===== config.mk =====
export PLATFORM = sky130hd
export DESIGN_NAME = adc_spi_responder
export DESIGN_NICKNAME = d
export VERILOG_FILES = /design/src/rtl/adc_spi_responder.sv
export SDC_FILE = /design/constraint.sdc
export NUM_CORES = 1
export LEC_CHECK = 0
export ABC_AREA = 1
export BUFFER_PORTS_ARGS = -buffer_cell sky130_fd_sc_hd__buf_2
export CELL_PAD_IN_SITES_DETAIL_PLACEMENT = 1
export CELL_PAD_IN_SITES_GLOBAL_PLACEMENT = 2
export CORE_ASPECT_RATIO = 2
export CORE_MARGIN = 1.5
export CORE_UTILIZATION = 30
export CTS_BUF_LIST = sky130_fd_sc_hd__clkbuf_16
export DETAILED_ROUTE_END_ITERATION = 12
export GPL_TIMING_DRIVEN = 0
export PLACE_DENSITY = 0.71
export SKIP_CTS_REPAIR_TIMING = 1
export SYNTH_ARGS = -nofsm -noshare
export SYNTH_HDL_FRONTEND = slang
export SYNTH_SLANG_ARGS = --single-unit

===== constraint.sdc =====
create_clock -name clk -period 3.95 [get_ports clk]
set_input_delay 0.1975 -clock clk [delete_from_list [all_inputs] [get_ports clk]]
set_output_delay 0.1975 -clock clk [all_outputs]
set_load 0.01 [all_outputs]

===== src/rtl/adc_spi_responder.sv =====
// adc_spi_responder
//   Takes channel requests on an Avalon-ST style command sink and runs SPI
//   frames on an 8-channel, 12-bit, address-pipelined ADC. The converter
//   returns the channel addressed in the previous frame. When the requested
//   channel differs from the last address sent, a priming frame runs first
//   and its data is discarded. One response strobe is issued per command.
//   Channels above 7 are answered at once with zero data and no SPI frame.
//
// Ports
//   clk, reset_n                 clock, asynchronous active-low reset
//   cmd_valid / cmd_ready        command handshake (cmd_ready high only in IDLE)
//   cmd_channel[4:0]             requested channel
//   cmd_startofpacket/endofpacket  framing flags, echoed on the response
//   rsp_valid                    one-cycle response strobe, no backpressure
//   rsp_data[11:0], rsp_channel[4:0], rsp_startofpacket, rsp_endofpacket
//   adc_cs_n, adc_sclk, adc_din  SPI outputs (SCLK idles high)
//   adc_dout                     SPI data from the converter
module adc_spi_responder #(
    parameter int unsigned CLK_DIV = 4
) (
    input  logic       clk,
    input  logic       reset_n,
    input  logic       cmd_valid,
    output logic       cmd_ready,
    input  logic [4:0] cmd_channel,
    input  logic       cmd_startofpacket,
    input  logic       cmd_endofpacket,
    output logic       rsp_valid,
    output logic [11:0] rsp_data,
    output logic [4:0] rsp_channel,
    output logic       rsp_startofpacket,
    output logic       rsp_endofpacket,
    output logic       adc_cs_n,
    output logic       adc_sclk,
    output logic       adc_din,
    input  logic       adc_dout
);

    typedef enum logic [2:0] {IDLE, SETUP, SHIFT, GAP, RESP} state_t;

    localparam logic [7:0] DIV_LAST = 8'(CLK_DIV - 1);

    state_t      state, state_nxt;
    logic [7:0]  div_cnt, div_nxt;
    logic [3:0]  bit_cnt, bit_nxt;
    logic        half, half_nxt;        // 0: SCLK low half, 1: SCLK high half
    logic        prime, prime_nxt;      // current frame only primes the address
    logic [2:0]  last_addr, last_addr_nxt;
    logic [11:0] shreg, shreg_nxt;
    logic [4:0]  cap_ch;
    logic        cap_sop, cap_eop;

    logic        handshake;
    logic        div_done;

    logic        cs_n_nxt, sclk_nxt, din_nxt, ready_nxt, rvalid_nxt;
    logic [11:0] rdata_nxt;
    logic [4:0]  rch_nxt;
    logic        rsop_nxt, reop_nxt;

    assign handshake = (state == IDLE) && cmd_valid && cmd_ready;
    assign div_done  = (div_cnt == DIV_LAST);

    // State register, counters, capture and registered outputs
    always_ff @(posedge clk or negedge reset_n) begin
        if (!reset_n) begin
            state             <= IDLE;
            div_cnt           <= '0;
            bit_cnt           <= '0;
            half              <= 1'b0;
            prime             <= 1'b0;
            last_addr         <= '0;
            shreg             <= '0;
            cap_ch            <= '0;
            cap_sop           <= 1'b0;
            cap_eop           <= 1'b0;
            adc_cs_n          <= 1'b1;
            adc_sclk          <= 1'b1;
            adc_din           <= 1'b0;
            cmd_ready         <= 1'b0;
            rsp_valid         <= 1'b0;
            rsp_data          <= '0;
            rsp_channel       <= '0;
            rsp_startofpacket <= 1'b0;
            rsp_endofpacket   <= 1'b0;
        end else begin
            state             <= state_nxt;
            div_cnt           <= div_nxt;
            bit_cnt           <= bit_nxt;
            half              <= half_nxt;
            prime             <= prime_nxt;
            last_addr         <= last_addr_nxt;
            shreg             <= shreg_nxt;
            if (handshake) begin
                cap_ch  <= cmd_channel;
                cap_sop <= cmd_startofpacket;
                cap_eop <= cmd_endofpacket;
            end
            adc_cs_n          <= cs_n_nxt;
            adc_sclk          <= sclk_nxt;
            adc_din           <= din_nxt;
            cmd_ready         <= ready_nxt;
            rsp_valid         <= rvalid_nxt;
            rsp_data          <= rdata_nxt;
            rsp_channel       <= rch_nxt;
            rsp_startofpacket <= rsop_nxt;
            rsp_endofpacket   <= reop_nxt;
        end
    end

    // Next-state and sequencing counters
    always_comb begin
        state_nxt     = state;
        div_nxt       = div_cnt;
        bit_nxt       = bit_cnt;
        half_nxt      = half;
        prime_nxt     = prime;
        last_addr_nxt = last_addr;
        shreg_nxt     = shreg;
        case (state)
            IDLE: begin
                if (handshake) begin
                    div_nxt = '0;
                    if (cmd_channel[4:3] != 2'b00) begin
                        state_nxt = RESP;
                    end else begin
                        state_nxt = SETUP;
                        prime_nxt = (cmd_channel[2:0] != last_addr);
                    end
                end
            end
            SETUP: begin
                if (div_done) begin
                    state_nxt = SHIFT;
                    div_nxt   = '0;
                    bit_nxt   = '0;
                    half_nxt  = 1'b0;
                end else begin
                    div_nxt = div_cnt + 8'd1;
                end
            end
            SHIFT: begin
                if (div_done) begin
                    div_nxt = '0;
                    if (!half) begin
                        half_nxt = 1'b1;
                    end else begin
                        // Last clk of the high half: sample DOUT, data bits are 4..15
                        if (bit_cnt >= 4'd4) begin
                            shreg_nxt = {shreg[10:0], adc_dout};
                        end
                        half_nxt = 1'b0;
                        if (bit_cnt == 4'd15) begin
                            state_nxt     = GAP;
                            last_addr_nxt = cap_ch[2:0];
                        end else begin
                            bit_nxt = bit_cnt + 4'd1;
                        end
                    end
                end else begin
                    div_nxt = div_cnt + 8'd1;
                end
            end
            GAP: begin
                if (div_done) begin
                    div_nxt = '0;
                    if (prime) begin
                        state_nxt = SETUP;
                        prime_nxt = 1'b0;
                    end else begin
                        state_nxt = RESP;
                    end
                end else begin
                    div_nxt = div_cnt + 8'd1;
                end
            end
            RESP: begin
                state_nxt = IDLE;
            end
            default: begin
                state_nxt = IDLE;
            end
        endcase
    end

    // Output next values, registered above so the pins are glitch-free
    always_comb begin
        cs_n_nxt   = !((state_nxt == SETUP) || (state_nxt == SHIFT));
        sclk_nxt   = !((state_nxt == SHIFT) && !half_nxt);
        din_nxt    = adc_din;
        ready_nxt  = (state_nxt == IDLE);
        rvalid_nxt = (state_nxt == RESP);
        rdata_nxt  = rsp_data;
        rch_nxt    = rsp_channel;
        rsop_nxt   = rsp_startofpacket;
        reop_nxt   = rsp_endofpacket;

        if (state_nxt == SETUP) begin
            din_nxt = 1'b0;
        end else if ((state_nxt == SHIFT) && !half_nxt && (div_nxt == 8'd0)) begin
            // SCLK falling edge: present the next frame bit
            case (bit_nxt)
                4'd2:    din_nxt = cap_ch[2];
                4'd3:    din_nxt = cap_ch[1];
                4'd4:    din_nxt = cap_ch[0];
                default: din_nxt = 1'b0;
            endcase
        end

        if (state_nxt == RESP) begin
            if (state == IDLE) begin
                // Out-of-range channel: answered straight from the command beat
                rdata_nxt = '0;
                rch_nxt   = cmd_channel;
                rsop_nxt  = cmd_startofpacket;
                reop_nxt  = cmd_endofpacket;
            end else begin
                rdata_nxt = shreg;
                rch_nxt   = cap_ch;
                rsop_nxt  = cap_sop;
                reop_nxt  = cap_eop;
            end
        end
    end

endmodule


; Yosys cells after proc, flatten, opt, wreduce, memory -nomap -nowiden
; Cells that the tools add are included.
[word_totals]
regBits = 63
out_inout_bits = 24
inputBits = 11
[classes]
muxes = 32
add_sub_neg = 2
magnitude_cmp = 1
n_reduce_logical = 18
eq_ne = 15
[op_table]
columns = op, count
row1 = 3-bit two-way mux, 8
row2 = 4-bit two-way mux, 4
row3 = 8-bit two-way mux, 2
row4 = 8-bit case mux with 2 select lines, 1
row5 = 12-bit two-way mux, 1
row6 = 3-bit case mux with 4 select lines, 1
row7 = 4-bit AND reduction, 3
row8 = 1-bit two-way mux, 10
row9 = 3-bit by 2-bit equality test with 1-bit output (second input constant), 3
row10 = 8-bit by 1-bit adder with 8-bit output (second input constant), 1
row11 = 4-bit by 2-bit equality test with 1-bit output (second input constant), 2
row12 = 8-bit by 2-bit equality test with 1-bit output (second input constant), 1
row13 = 8-bit zero test, 1
row14 = 4-bit case mux with 2 select lines, 1
row15 = 3-bit by 1-bit equality test with 1-bit output (second input constant), 2
row16 = 3-bit zero test, 2
row17 = 2-bit != test (second input constant), 3
row18 = 2-bit nonzero test, 3
row19 = 5-bit two-way mux, 1
row20 = 4-bit by 1-bit adder with 4-bit output (second input constant), 1
row21 = 4-bit by 3-bit equality test with 1-bit output (second input constant), 1
row22 = 4-bit equality test (second input constant), 1
row23 = 4-bit by 3-bit >= comparator with 1-bit output (second input constant), 1
row24 = 1-bit logical AND, 4
row25 = 7 further kinds, 10

; Logic depth before layout (Yosys ltp)
; Gate-level depths: netlist of run 1.
[logic_depth]
word_depth = 10
mapped_depth = 14
ltp_nobuf = 14

; Worst setup path before layout of run 1
; OpenSTA, ideal clock, no wires.
[synth_timing]
path_kind = reg-to-reg
start = reg div_cnt[0]
end = reg adc_din
setup_slack_ns = 2.170
setup_ns = 0.117
n_path_buf = 0
path_stages_with_launch = 12
arrival_time_ns = 1.663
cell_sequence = dfrtp_1 ha_1 nand2_1 nor2_1 nand2_2 ha_1 o211ai_1 nor2_2 nand2_1 nand2_1 nand3_1 nand2_1
[synth_via]
elab_chain_len = 7
elab_cells_between_ends = 28
cone_classes = 1 x add/sub / 6 x eq/ne / 16 x mux / 5 x reduce/logical
[synth_lines]
columns = item, line
row1 = from (decl), 44  ; logic [7:0] div_cnt, div_nxt;
row2 = from (signal assigned), 88  ; div_cnt <= div_nxt;
row3 = 8-bit by 2-bit equality test with 1-bit output *, 62  ; assign div_done = (div_cnt == DIV_LAST);
row4 = 1-bit two-way mux (on tied branches), "143, 133"
row5 = 1-bit case mux with 2 select lines *, 120  ; case (state)
row6 = via half_nxt, 46  ; logic half, half_nxt;
row7 = 1-bit zero test *, 200  ; end else if ((state_nxt == SHIFT) && !half_nxt && (div_nxt == 8'd0)) begin
row8 = 1-bit logical AND * (2 in series), 200
row9 = 2-bit nonzero test (no line) *, --
row10 = to (signal assigned), 101  ; adc_din <= din_nxt;
row11 = to (decl), 35  ; output logic adc_din,
; Mark *: on every way through the listed nets, which the timed path passes. The rest lies on a longest branch. The select of a mux whose other input is x is not followed.
; A chain may end at the register's enable or synchronous reset.

; Worst setup path in the final report of run 1
[layout_timing]
start = reg div_cnt[0]
end = reg shreg[10]
[layout_via]
elab_chain_len = 2
[layout_lines]
columns = item, line
row1 = 8-bit by 2-bit equality test with 1-bit output, 62
row2 = 4-bit AND reduction (no line), --
row3 = to (signal assigned), 93  ; shreg <= shreg_nxt;
row4 = to (decl), 49  ; logic [11:0] shreg, shreg_nxt;
; Every way passes these cells.

==> metrics.csv, run 1 <==
stage;metric;value;unit
die;Core Rows;52;
sta;f_max;448.8;MHz
route;drt wl/cell;15.17;um
route;Via Count;2621;
critical_path;Critical Path Fanout Max;10;
critical_path;CP Class;flip-flop to flip-flop;
die;num ports;35;
route;Pre-Repair DR Iteration Count;4;
sta;Final Setup Violations;0;
route;DR DRC count;0;
critical_path;CP startpoint;div_cnt[0];
clock_network;clk_lat worst skew;0.33;ns
critical_path;Critical Path RT;4.14;ns
power;Max VDD drop;0.2736;mV
job;maxcap violations;0;
run_status;status;complete, but fails checks;
placed_design;PortBufs;34;
critical_path;critical path's top delay family;simple AND/OR/NAND/NOR gates;
sta;Worst Max-Slew Pin Slew;0.8413;ns
cells_and_area;fin nets;436;
sta;Final Hold Viols;31;
synth;complex-gate fraction of the synthesized area;0.1061;
synth;Cell Area, Synth;0.003055;mm^2
grt;GRT met1 Usage;0.1779;
critical_path;Critical Path End Type;flip-flop;
cells_and_area;layout cells sized above 1;0.1835;
grt;GR Overflow Total;0;
grt;gr busiest metal;met2;
power;Flop pwr share;0.361;
clock_network;Worst-path clk slew;0.05;ns
sta;Slew Viols, Final;0;
cells_and_area;area delta synth->final;20.27;%
clock_network;Max clock buf depth;2;
sta;part of the cycle the worst path needs;0.5641;
synth;synth unique cells;30;
power;Pwr Density;687.4;mW/mm^2
grt;global routing usage on met3;0.02770;
grt;M2 GR Usage;0.3348;
critical_path;Reg2Reg Setup Slack;1.72;ns
clock_network;clock root cell;clkbuf_16;
synth;Synth Area in XOR/XNOR;0.01433;
synth;Simple-Gate Fraction of Synth Area;0.2695;
synth;sequential-to-total area share from yosys stat;0.5168;
route;ANT nets after route;0;
grt;initial antenna violation count;0;
power;Comb pwr share;0.339;
power;Leak;1.832;nW
route;vias per inst;4.680;
critical_path;cell mode on critical path;ha_1;
die;die width;74.36;um
power;Psw;0.9780;mW
die;area of the die;0.01084;mm^2
sta;RSZ-0062 raised after global routing;false;
die;core box area;0.01002;mm^2
critical_path;Crit-path slowest cell;dfrtp_1;
synth;Cells after Synth;376;
critical_path;CP peak stage delay;0.39;ns
grt;vias in the first global route;2902;
sta;Clock Skews;0.007269;ns
synth;Ys Warns;0;
die;initial core utilization;0.3049;
synth;FF+latch count, synth;63;
clock_network;CTS HTree Levels;3;
power;switching share of total power;0.3872;
synth;post-synthesis mux area share;0;
placed_design;RD Place Congestion;0.7589;
critical_path;FF-to-FF Start;div_cnt[0];
critical_path;Critical Path AT;2.42;ns
power;internal power;1.548;mW
power;Clk pwr share;0.299;
sta;min Tclk post-route;2.228;ns
clock_network;Sink Count;63;
sta;Fin Hold WS;-0.04789;ns
cells_and_area;Inserted Diodes;0;
synth;Avg Cell Area, Syn;8.126;um^2
grt;All-Layer GR Usage;0.1770;
run_status;failing checks;negative hold slack;
critical_path;CP Cell Sequence;ha_1 -> nand3_2 -> nor2_8 -> ha_1 -> o211ai_1 -> clkbuf_1 -> nor2_1 -> a21oi_1;
critical_path;startpoint types;flip-flop;
route;final WL;8.494;mm
die;die height;145.7;um
grt;first-pass GRT wire length;14.36;mm
route;1st-iter DRT viols;77;
sta;worst slew margin relative to its limit;0.4392;
grt;pin count of the biggest net entering global routing;64;
clock_network;CTS tree;done;
synth;synthesized net count;391;
placed_design;HPWL after DPL;6.452;mm
sta;Setup TNS;0;ns
clock_network;TritonCTS Buffers;9;
critical_path;Buf/Inv on CP;1;
synth;Post-Synth Adder-Cell Area;0.01638;
min_path;class of the worst hold path;input pin to asynchronous set/reset pin;
synth;largest family of logic cells by synthesized area;simple AND/OR/NAND/NOR gates;
==> synth_stat cells, drive strengths merged <==
library cell	instances	area [um^2]
nand3b	2	15.01
o211ai	6	50.05
nor3	2	21.27
a31oi	6	37.54
dfstp	2	52.55
dfrtp	61	1526
buf	4	25.02
ha	4	50.05
nand2	112	440.4
clkbuf	5	18.77
nand3	32	165.2
o21ai	31	155.2
a21oi	11	62.56
nor2	39	175.2
and2	1	6.260
o31ai	1	7.510
xor2	5	43.79
o21bai	1	11.26
inv	51	191.4
==> metal layers <==
layer	up-vias	part of all wire
met4	0	0.022
met5	-	0
met1	1296	0.36
met3	14	0.021
met2	30	0.60
li1	1281	-
==> path summary, 6_finish.rpt <==
kind,to,cells after the start
hold / removal,shreg[8],1
setup / recovery,shreg[10],8
max in group asynchronous,rsp_data[5],1
hold reg to reg,cap_ch[3],2
setup reg to reg,shreg[10],8
min in group clk,cap_sop,3
==> power by group through the flow <==
stage | Sequential [mW] | Combinational, mW | Clock [mW]
after floorplan | 0.933 | 0.549 | 0
after global placement | 0.917 | 0.864 | 0
after detailed placement | 0.924 | 0.880 | 0
after CTS | 0.916 | 0.886 | 0.777
after global routing | 0.934 | 0.981 | 0.801
final | 0.913 | 0.857 | 0.756
==> cell usage in the layout (no fill, tap or decap) <==
master,synthesis,routed
o211ai_1,5,5
inv_2,7,7
o211ai_2,1,1
nor2_8,1,1
clkinv_2,0,3
a31oi_1,6,6
nand2_1,106,106
nor2_1,33,33
nand2_2,5,5
clkinv_1,0,2
nand3b_1,2,2
nand3_2,1,1
nand3_1,31,31
o31ai_1,1,1
inv_1,44,44
ha_1,4,4
xor2_1,5,5
and2_1,1,1
bufinv_16,0,1
o21ai_0,27,27
clkbuf_16,0,9
nand2_4,1,1
nor2_2,5,5
dfrtp_1,61,61
buf_2,2,35
o21bai_2,1,1
clkbuf_1,5,5
nor3_4,1,1
buf_4,2,3
nor3_1,1,1
a21oi_2,2,2
dfstp_2,2,2
o21ai_1,4,4
a21oi_1,9,9
==> stage by stage <==
stage | util | area, um^2 | instances | total power [mW] | setup slack [ns]
2_1_floorplan | - | 3055 | 376 | 1.482 | 2.170
3_3_place_gp | 0.3388 | 3395 | 545 | 1.782 | 1.704
6_report | 0.3668 | 3675 | 560 | 2.526 | 1.722
5_1_grt | 0.3668 | 3675 | 560 | 2.717 | 1.521
3_5_place_dp | 0.3390 | 3397 | 545 | 1.805 | 1.684
4_1_cts | 0.3668 | 3675 | 560 | 2.579 | 1.670
==> cell families (layout without fill, tap and decap cells) <==
logic type,after synthesis,in the layout
buffers and inverters,60,109
and+or+nand+nor,188,188
AOI/OAI and AO/OA,56,56
adders and majority gates,4,4
DFF,63,63
xor gates and xnor gates,5,5
==> final cells by class <==
| class | instances | area (um^2) |
|---|---|---|
| Fill cell | 1267 | 6345 |
| Sequential cell | 63 | 1579 |
| Multi-Input combinational cell | 253 | 1241 |
| Clock buffer | 9 | 225.2 |
| Inverter | 51 | 191.4 |
| Timing Repair Buffer | 34 | 172.7 |
| Tap cell | 135 | 168.9 |
| Clock inverter | 6 | 52.55 |
| Buffer | 9 | 43.79 |
==> flip-flops by register name (all words and copies together) (netlist names), 3 cells and up <==
name / count
bit_cnt: 4
rsp_channel: 5
rsp_data: 12
div_cnt: 8
shreg: 12
cap_ch: 5
last_addr: 3
state: 3
==> worst reg2reg max path, delay by kind of cell (launching register included) <==
kind | cells | cell delay (ns)
and+or+nand+nor | 3 | 0.54
AOI/OAI and AO/OA | 2 | 0.33
DFF | 1 | 0.39
buffers and inverters | 1 | 0.34
adders and majority gates | 2 | 0.48
(Power assumes the default switching activity.)
==> run 2, diff against run 1 <==
Clock period 3.95 ns to 2.15 ns, I/O delays scaled along.
==> run 2 against run 1 <==
The flow now finishes without violations. Critical path type unchanged. Worst setup slack got worse by 1.6 ns. Core utilization grew 0.31 points. Wire length rose by 0.20%. Clock skew about the same.
==> metrics.csv, run 2 (synthesized netlist as in run 1, its figures left out) <==
stage;metric;value;unit;change
run_status;status;finished, final reports clean;;
clock_network;Worst-path clk slew;0.06;ns;about the same
route;drt wl/cell;15.12;um;-0.33%
sta;min Tclk post-route;2.020;ns;-0.2083 ns
cells_and_area;most common cell after layout, fill and taps aside;nand2_1;;
route;Pre-Repair DR Iteration Count;4;;unchanged
sta;Slew Viols, Final;0;;unchanged
power;Max VDD drop;0.5026;mV;+84%
placed_design;Placed Area;0.003397;mm^2;unchanged
critical_path;CP startpoint;div_cnt[0];;
clock_network;CTS HTree Levels;3;;unchanged
clock_network;CTS tree;done;;
critical_path;Critical Path End Type;flip-flop;;
critical_path;Critical Path RT;2.37;ns;-1.77 ns
route;Via Count;2632;;+0.42%
critical_path;Critical Path AT;2.24;ns;-0.18 ns
clock_network;Sink Count;63;;unchanged
clock_network;clock root cell;clkbuf_16;;
cells_and_area;area delta synth->final;21.29;%;
critical_path;CP peak stage delay;0.40;ns;about the same
cells_and_area;utilization after layout;0.3699;;+0.003122
placed_design;Cells after DPL;545;;unchanged
cells_and_area;final instance area;0.003706;mm^2;+0.85%
die;area of the die;0.01084;mm^2;unchanged
die;die height;145.7;um;unchanged
clock_network;TritonCTS Buffers;9;;unchanged
sta;Clock Skews;0.007268;ns;-0.0000009700 ns
grt;first-pass GRT wire length;14.36;mm;unchanged
critical_path;Crit-path slowest cell;dfrtp_1;;
sta;worst slew margin relative to its limit;0.4368;;-0.002320
cells_and_area;layout cells sized above 1;0.1963;;+0.01273
cells_and_area;Inserted Diodes;0;;unchanged
cells_and_area;fin nets;439;;+0.69%
critical_path;cell mode on critical path;nand2_1;;
die;Core Rows;52;;unchanged
cells_and_area;Seq. cell area;0.001579;mm^2;unchanged
placed_design;Place WS;-0.1161;ns;-1.800 ns
die;die width;74.36;um;unchanged
cells_and_area;commonest cells after routing, fill and taps aside;nand2_1 (106), dfrtp_1 (61), inv_1 (44);;
route;vias per inst;4.675;;-0.12%
die;num ports;35;;unchanged
die;core box area;0.01002;mm^2;unchanged
sta;part of the cycle the worst path needs;0.9394;;+0.3754
route;final WL;8.511;mm;+0.20%
sta;f_max;495.1;MHz;+10%
sta;Setup TNS;0;ns;unchanged
critical_path;FF-to-FF Start;div_cnt[0];;
die;initial core utilization;0.3049;;unchanged
cells_and_area;Largest regs;rsp_data x12, shreg x12, div_cnt x8;;
placed_design;PortBufs;34;;unchanged
cells_and_area;area of the multi-input gates;0.001244;mm^2;+0.20%
grt;All-Layer GR Usage;0.1770;;unchanged
sta;Final Setup Violations;0;;unchanged
clock_network;Max clock buf depth;2;;unchanged
sta;Worst Max-Slew Pin Slew;0.8447;ns;+0.003479 ns
power;Leak;1.849;nW;+0.92%
cells_and_area;final non-filler cell total;563;;+0.54%
critical_path;startpoint types;flip-flop;;
critical_path;CP Class;flip-flop to flip-flop;;
job;maxcap violations;0;;unchanged
sta;Final Hold Viols;0;;-100%
grt;vias in the first global route;2902;;unchanged
route;ANT nets after route;0;;unchanged
grt;GR Overflow Total;0;;unchanged
power;Pwr Density;1258;mW/mm^2;+83%
min_path;hold_sp;cmd_startofpacket;;
cells_and_area;# fillers;1267;;unchanged
grt;pin count of the biggest net entering global routing;64;;unchanged
route;1st-iter DRT viols;79;;+2.6%
grt;initial antenna violation count;0;;unchanged
clock_network;clk_lat worst skew;0.33;ns;about the same
placed_design;RD Place Congestion;0.7589;;unchanged
placed_design;HPWL after DPL;6.452;mm;unchanged
critical_path;Critical Path Fanout Max;6;;-4
critical_path;CP Cell Sequence;ha_2 -> nand2_1 -> nor2_1 -> nand2_2 -> ha_1 -> o211ai_1 -> nor2_2 -> nand2_1 -> nand2_1 -> nand3_1 -> nand2_1;;
route;DR DRC count;0;;unchanged
min_path;class of the worst hold path;input pin to flip-flop;;
sta;Worst Slack Setup Final;0.1302;ns;-1.592 ns
## run 2: cell types whose count changed in the layout (fill, tap and decap cells not counted)
cell,before,now
clkbuf_1,5,2
buf_2,35,37
buf_4,3,5
clkbuf_2,0,1
dlygate4sd3_1,0,1
ha_1,4,3
ha_2,0,1
## run 2: path summary, 6_finish.rpt
kind / endpoint / slack [ns] / cells after the start
max reg2reg: adc_din / 0.13 / 11
min: cap_sop / 0.01 / 3
min reg2reg: cap_ch[3] / 0.47 / 2
max: adc_din / 0.13 / 11
max in group asynchronous: rsp_data[2] / 1.16 / 2
min in group asynchronous: shreg[8] / 0.41 / 2
## run 2: stage by stage
step	hold WS, ns	power [mW]
after CTS	-0.08081	4.738
final	0.01279	4.662
after floorplan	-0.1881	2.722
after global routing	0.02694	5.015
after global placement	0.3377	3.273
after detailed placement	0.2766	3.316
## run 2: worst max-delay path, delay by kind of cell (launching register included)
| kind | cells | cell delay, ns |
|---|---|---|
| AND/OR/NAND/NOR | 8 | 0.74 |
| adder cells (fa/ha/maj) | 2 | 0.55 |
| flip-flops | 1 | 0.40 |
| AO/OA/AOI/OAI | 1 | 0.23 |
## run 2: area by class of cell
type / instances / area share
buffer: 9 / 0.01283
clock buffer: 9 / 0.06077
inverter: 51 / 0.05165
timing repair buffer: 37 / 0.05334
sequential: 63 / 0.4261
clock inverter: 6 / 0.01418
multi-input combinational: 253 / 0.3356
tap: 135 / 0.04558
## run 2: power by group
group	internal [mW]	total, mW	switching [mW]	leakage (nW)
Clock	0.875	1.39	0.516	0.140
Sequential	1.47	1.68	0.202	0.827
Combinational	0.512	1.59	1.08	0.882
Total	2.86	4.66	1.80	1.85
## run 2: routing by layer
metal / GRT usage / vias to the layer above / wire (um)
met1: 0.1779 / 1298 / 3045
met3: 0.02770 / 14 / 193
met4: 0.08182 / 0 / 188
li1: - / 1288 / -
met2: 0.3348 / 32 / 5083
met5: 0 / - / 0
==> run 3, diff against run 2 <==
Settings changed: PLACE_DENSITY 0.71 to 0.74.
Clock period 2.15 ns to 1.84 ns, I/O delays scaled along.
==> run 3 against run 2 <==
Non-clock buffer count increased by 12. Clock-buffer cell count unchanged. Largest cell class unchanged. The flow now finishes with violations (negative hold slack, negative setup slack). Register-to-register slack got worse by 0.18 ns. Highest routed layer unchanged. Cell count increased by 2.0%.
==> metrics.csv, run 3 (synthesized netlist as in run 1, its figures left out) <==
stage;metric;value;unit;change
clock_network;CTS HTree Levels;3;;unchanged
clock_network;Worst-path clk slew;0.05;ns;about the same
route;DR DRC count;0;;unchanged
clock_network;CTS tree;done;;
critical_path;Critical Path End Type;flip-flop;;
critical_path;Reg2Reg Setup Slack;-0.04;ns;-0.18 ns
power;switching share of total power;0.3983;;+0.01208
die;area of the die;0.01084;mm^2;unchanged
critical_path;CP peak stage delay;0.40;ns;about the same
grt;initial antenna violation count;0;;unchanged
grt;pin count of the biggest net entering global routing;64;;unchanged
die;die height;145.7;um;unchanged
power;Max VDD drop;0.6874;mV;+37%
die;initial core utilization;0.3049;;unchanged
clock_network;Max clock buf depth;2;;unchanged
placed_design;PortBufs;34;;unchanged
power;internal power;3.406;mW;+19%
sta;Fin Hold WS;-0.002449;ns;-0.01524 ns
route;Via Count;2657;;+0.95%
cells_and_area;fin nets;451;;+2.7%
route;1st-iter DRT viols;81;;+2.5%
cells_and_area;final instance area;0.003904;mm^2;+5.3%
cells_and_area;commonest cells after routing, fill and taps aside;nand2_1 (100), dfrtp_1 (54), inv_1 (45);;
grt;vias in the first global route;2819;;-2.9%
cells_and_area;utilization after layout;0.3896;;+0.01973
sta;RSZ-0062 raised after global routing;true;;
route;drt wl/cell;15.06;um;-0.35%
critical_path;Buf/Inv on CP;0;;unchanged
route;ANT nets after route;0;;unchanged
route;vias per inst;4.629;;-0.98%
placed_design;Placed Area;0.003397;mm^2;unchanged
placed_design;Place WS;-0.4370;ns;-0.3209 ns
critical_path;CP Class;flip-flop to flip-flop;;
critical_path;startpoint types;flip-flop;;
grt;first-pass GRT wire length;14.10;mm;-1.8%
die;num ports;35;;unchanged
clock_network;TritonCTS Buffers;9;;unchanged
critical_path;Critical Path RT;2.05;ns;-0.32 ns
critical_path;Critical Path AT;2.10;ns;-0.14 ns
power;Flop pwr share;0.353;;-0.007
power;Leak;1.911;nW;+3.4%
placed_design;RD Place Congestion;0.7838;;+3.3%
critical_path;worst reg2reg endpoint;adc_din;;
critical_path;Worst Setup EP;adc_din;;
power;Pwr Density;1450;mW/mm^2;+15%
grt;GR Overflow Total;0;;unchanged
run_status;status;complete, but fails checks;;
critical_path;CP startpoint;div_cnt[0];;
sta;Worst Max-Slew Pin Slew;0.8301;ns;-0.01462 ns
clock_network;Sink Count;63;;unchanged
critical_path;Critical Path Fanout Max;6;;unchanged
cells_and_area;layout cells sized above 1;0.2733;;+0.07709
sta;min Tclk post-route;1.885;ns;-0.1350 ns
critical_path;WP depth;11;;unchanged
power;Psw;2.255;mW;+25%
cells_and_area;area delta synth->final;27.76;%;
run_status;failing checks;negative hold slack, negative setup slack;;
cells_and_area;Inserted Diodes;0;;unchanged
clock_network;clk_lat worst skew;0.33;ns;about the same
power;Clk pwr share;0.255;;-0.043
die;die width;74.36;um;unchanged
critical_path;FF-to-FF Start;div_cnt[0];;
placed_design;HPWL after DPL;6.335;mm;-1.8%
sta;Worst Slack Setup Final;-0.04482;ns;-0.1750 ns
sta;f_max;530.6;MHz;+7.2%
clock_network;clock root cell;clkbuf_16;;
sta;part of the cycle the worst path needs;1.024;;+0.08491
die;Core Rows;52;;unchanged
sta;Final Setup Violations;1;;+1
route;Pre-Repair DR Iteration Count;4;;unchanged
min_path;hold_sp;cmd_endofpacket;;
sta;Clock Skews;0.006512;ns;-0.0007558 ns
power;Comb pwr share;0.392;;+0.050
critical_path;Crit-path slowest cell;dfrtp_2;;
route;final WL;8.647;mm;+1.6%
sta;Slew Viols, Final;0;;unchanged
sta;worst slew margin relative to its limit;0.4466;;+0.009747
critical_path;critical path's top delay family;simple AND/OR/NAND/NOR gates;;
critical_path;CP Cell Sequence;ha_4 -> nand2_4 -> nor2_4 -> nand2_4 -> ha_4 -> o211ai_1 -> nor2_2 -> nand2_2 -> nand2_1 -> nand3_1 -> nand2_1;;
job;maxcap violations;0;;unchanged
die;core box area;0.01002;mm^2;unchanged
critical_path;depth of the worst register-to-register path;11;;unchanged
cells_and_area;most common cell after layout, fill and taps aside;nand2_1;;
sta;Final Hold Viols;1;;+1
grt;All-Layer GR Usage;0.1741;;-0.002960
min_path;class of the worst hold path;input pin to flip-flop;;
cells_and_area;Largest regs;rsp_data x12, shreg x12, div_cnt x8;;
==> run 3: changes by cell type in the layout (fill, tap and decap cells not counted), sizes merged <==
cell,before,now
inv,51,53
bufinv,1,0
clkinv,5,3
buf,42,54
==> run 3: worst register-to-register path, stage by stage, from the launching register on <==
cell      delay, ns
dfrtp_2        0.40
ha_4           0.19
nand2_4        0.06
nor2_4         0.11
nand2_4        0.11
ha_4           0.26
o211ai_1       0.24
nor2_2         0.08
nand2_2        0.11
nand2_1        0.06
nand3_1        0.09
nand2_1        0.06
==> run 3: through the flow <==
step / std cells / hold slack, ns / power (mW) / TNS (ns)
floorplan: 376 / -0.2036 / 3.181 / 0
global placement: 545 / 0.3213 / 3.822 / -7.468
detailed placement: 545 / 0.2580 / 3.871 / -7.850
CTS: 559 / -0.09767 / 5.353 / -8.374
global route: 574 / 0.009877 / 6.102 / -0.1826
finish: 574 / -0.002449 / 5.661 / -0.04482
==> run 3: final cells by class <==
cell class | count | area (um^2)
Inverter | 51 | 191.4
Fill cell | 1243 | 6116
Clock buffer | 9 | 225.2
Buffer | 8 | 46.29
Tap cell | 135 | 168.9
Sequential cell | 63 | 1588
Timing Repair Buffer | 50 | 295.3
Multi-Input combinational cell | 253 | 1369
Clock inverter | 5 | 20.02
==> run 3: how the worst min path moves through the flow <==
| stage | to | slack, ns | depth (start not counted) |
|---|---|---|---|
| floorplan | adc_din | -0.20 | 0 |
| global placement | cap_sop | 0.32 | 3 |
| detailed placement | rsp_channel[1] | 0.26 | 1 |
| CTS | rsp_channel[2] | -0.1 | 1 |
| global route | cap_eop | 0.01 | 3 |
| finish | cap_eop | -0.002 | 3 |
==> run 3: routing by layer <==
metal / vias up / GRT usage / wire [um]
met2: 31 / 0.3170 / 5052
met3: 9 / 0.04017 / 199
met1: 1309 / 0.1872 / 3235
li1: 1308 / - / -
met5: - / 0 / 0
met4: 0 / 0.06364 / 160
==> run 3: power by group through the flow <==
| stage | clock network (mW) | logic (mW) | registers [mW] |
|---|---|---|---|
| finish | 1.45 | 2.22 | 2.00 |
| global route | 1.55 | 2.50 | 2.04 |
| CTS | 1.49 | 1.88 | 1.98 |
| detailed placement | 0 | 1.87 | 2.00 |
| global placement | 0 | 1.84 | 1.98 |
| floorplan | 0 | 1.18 | 2.00 |
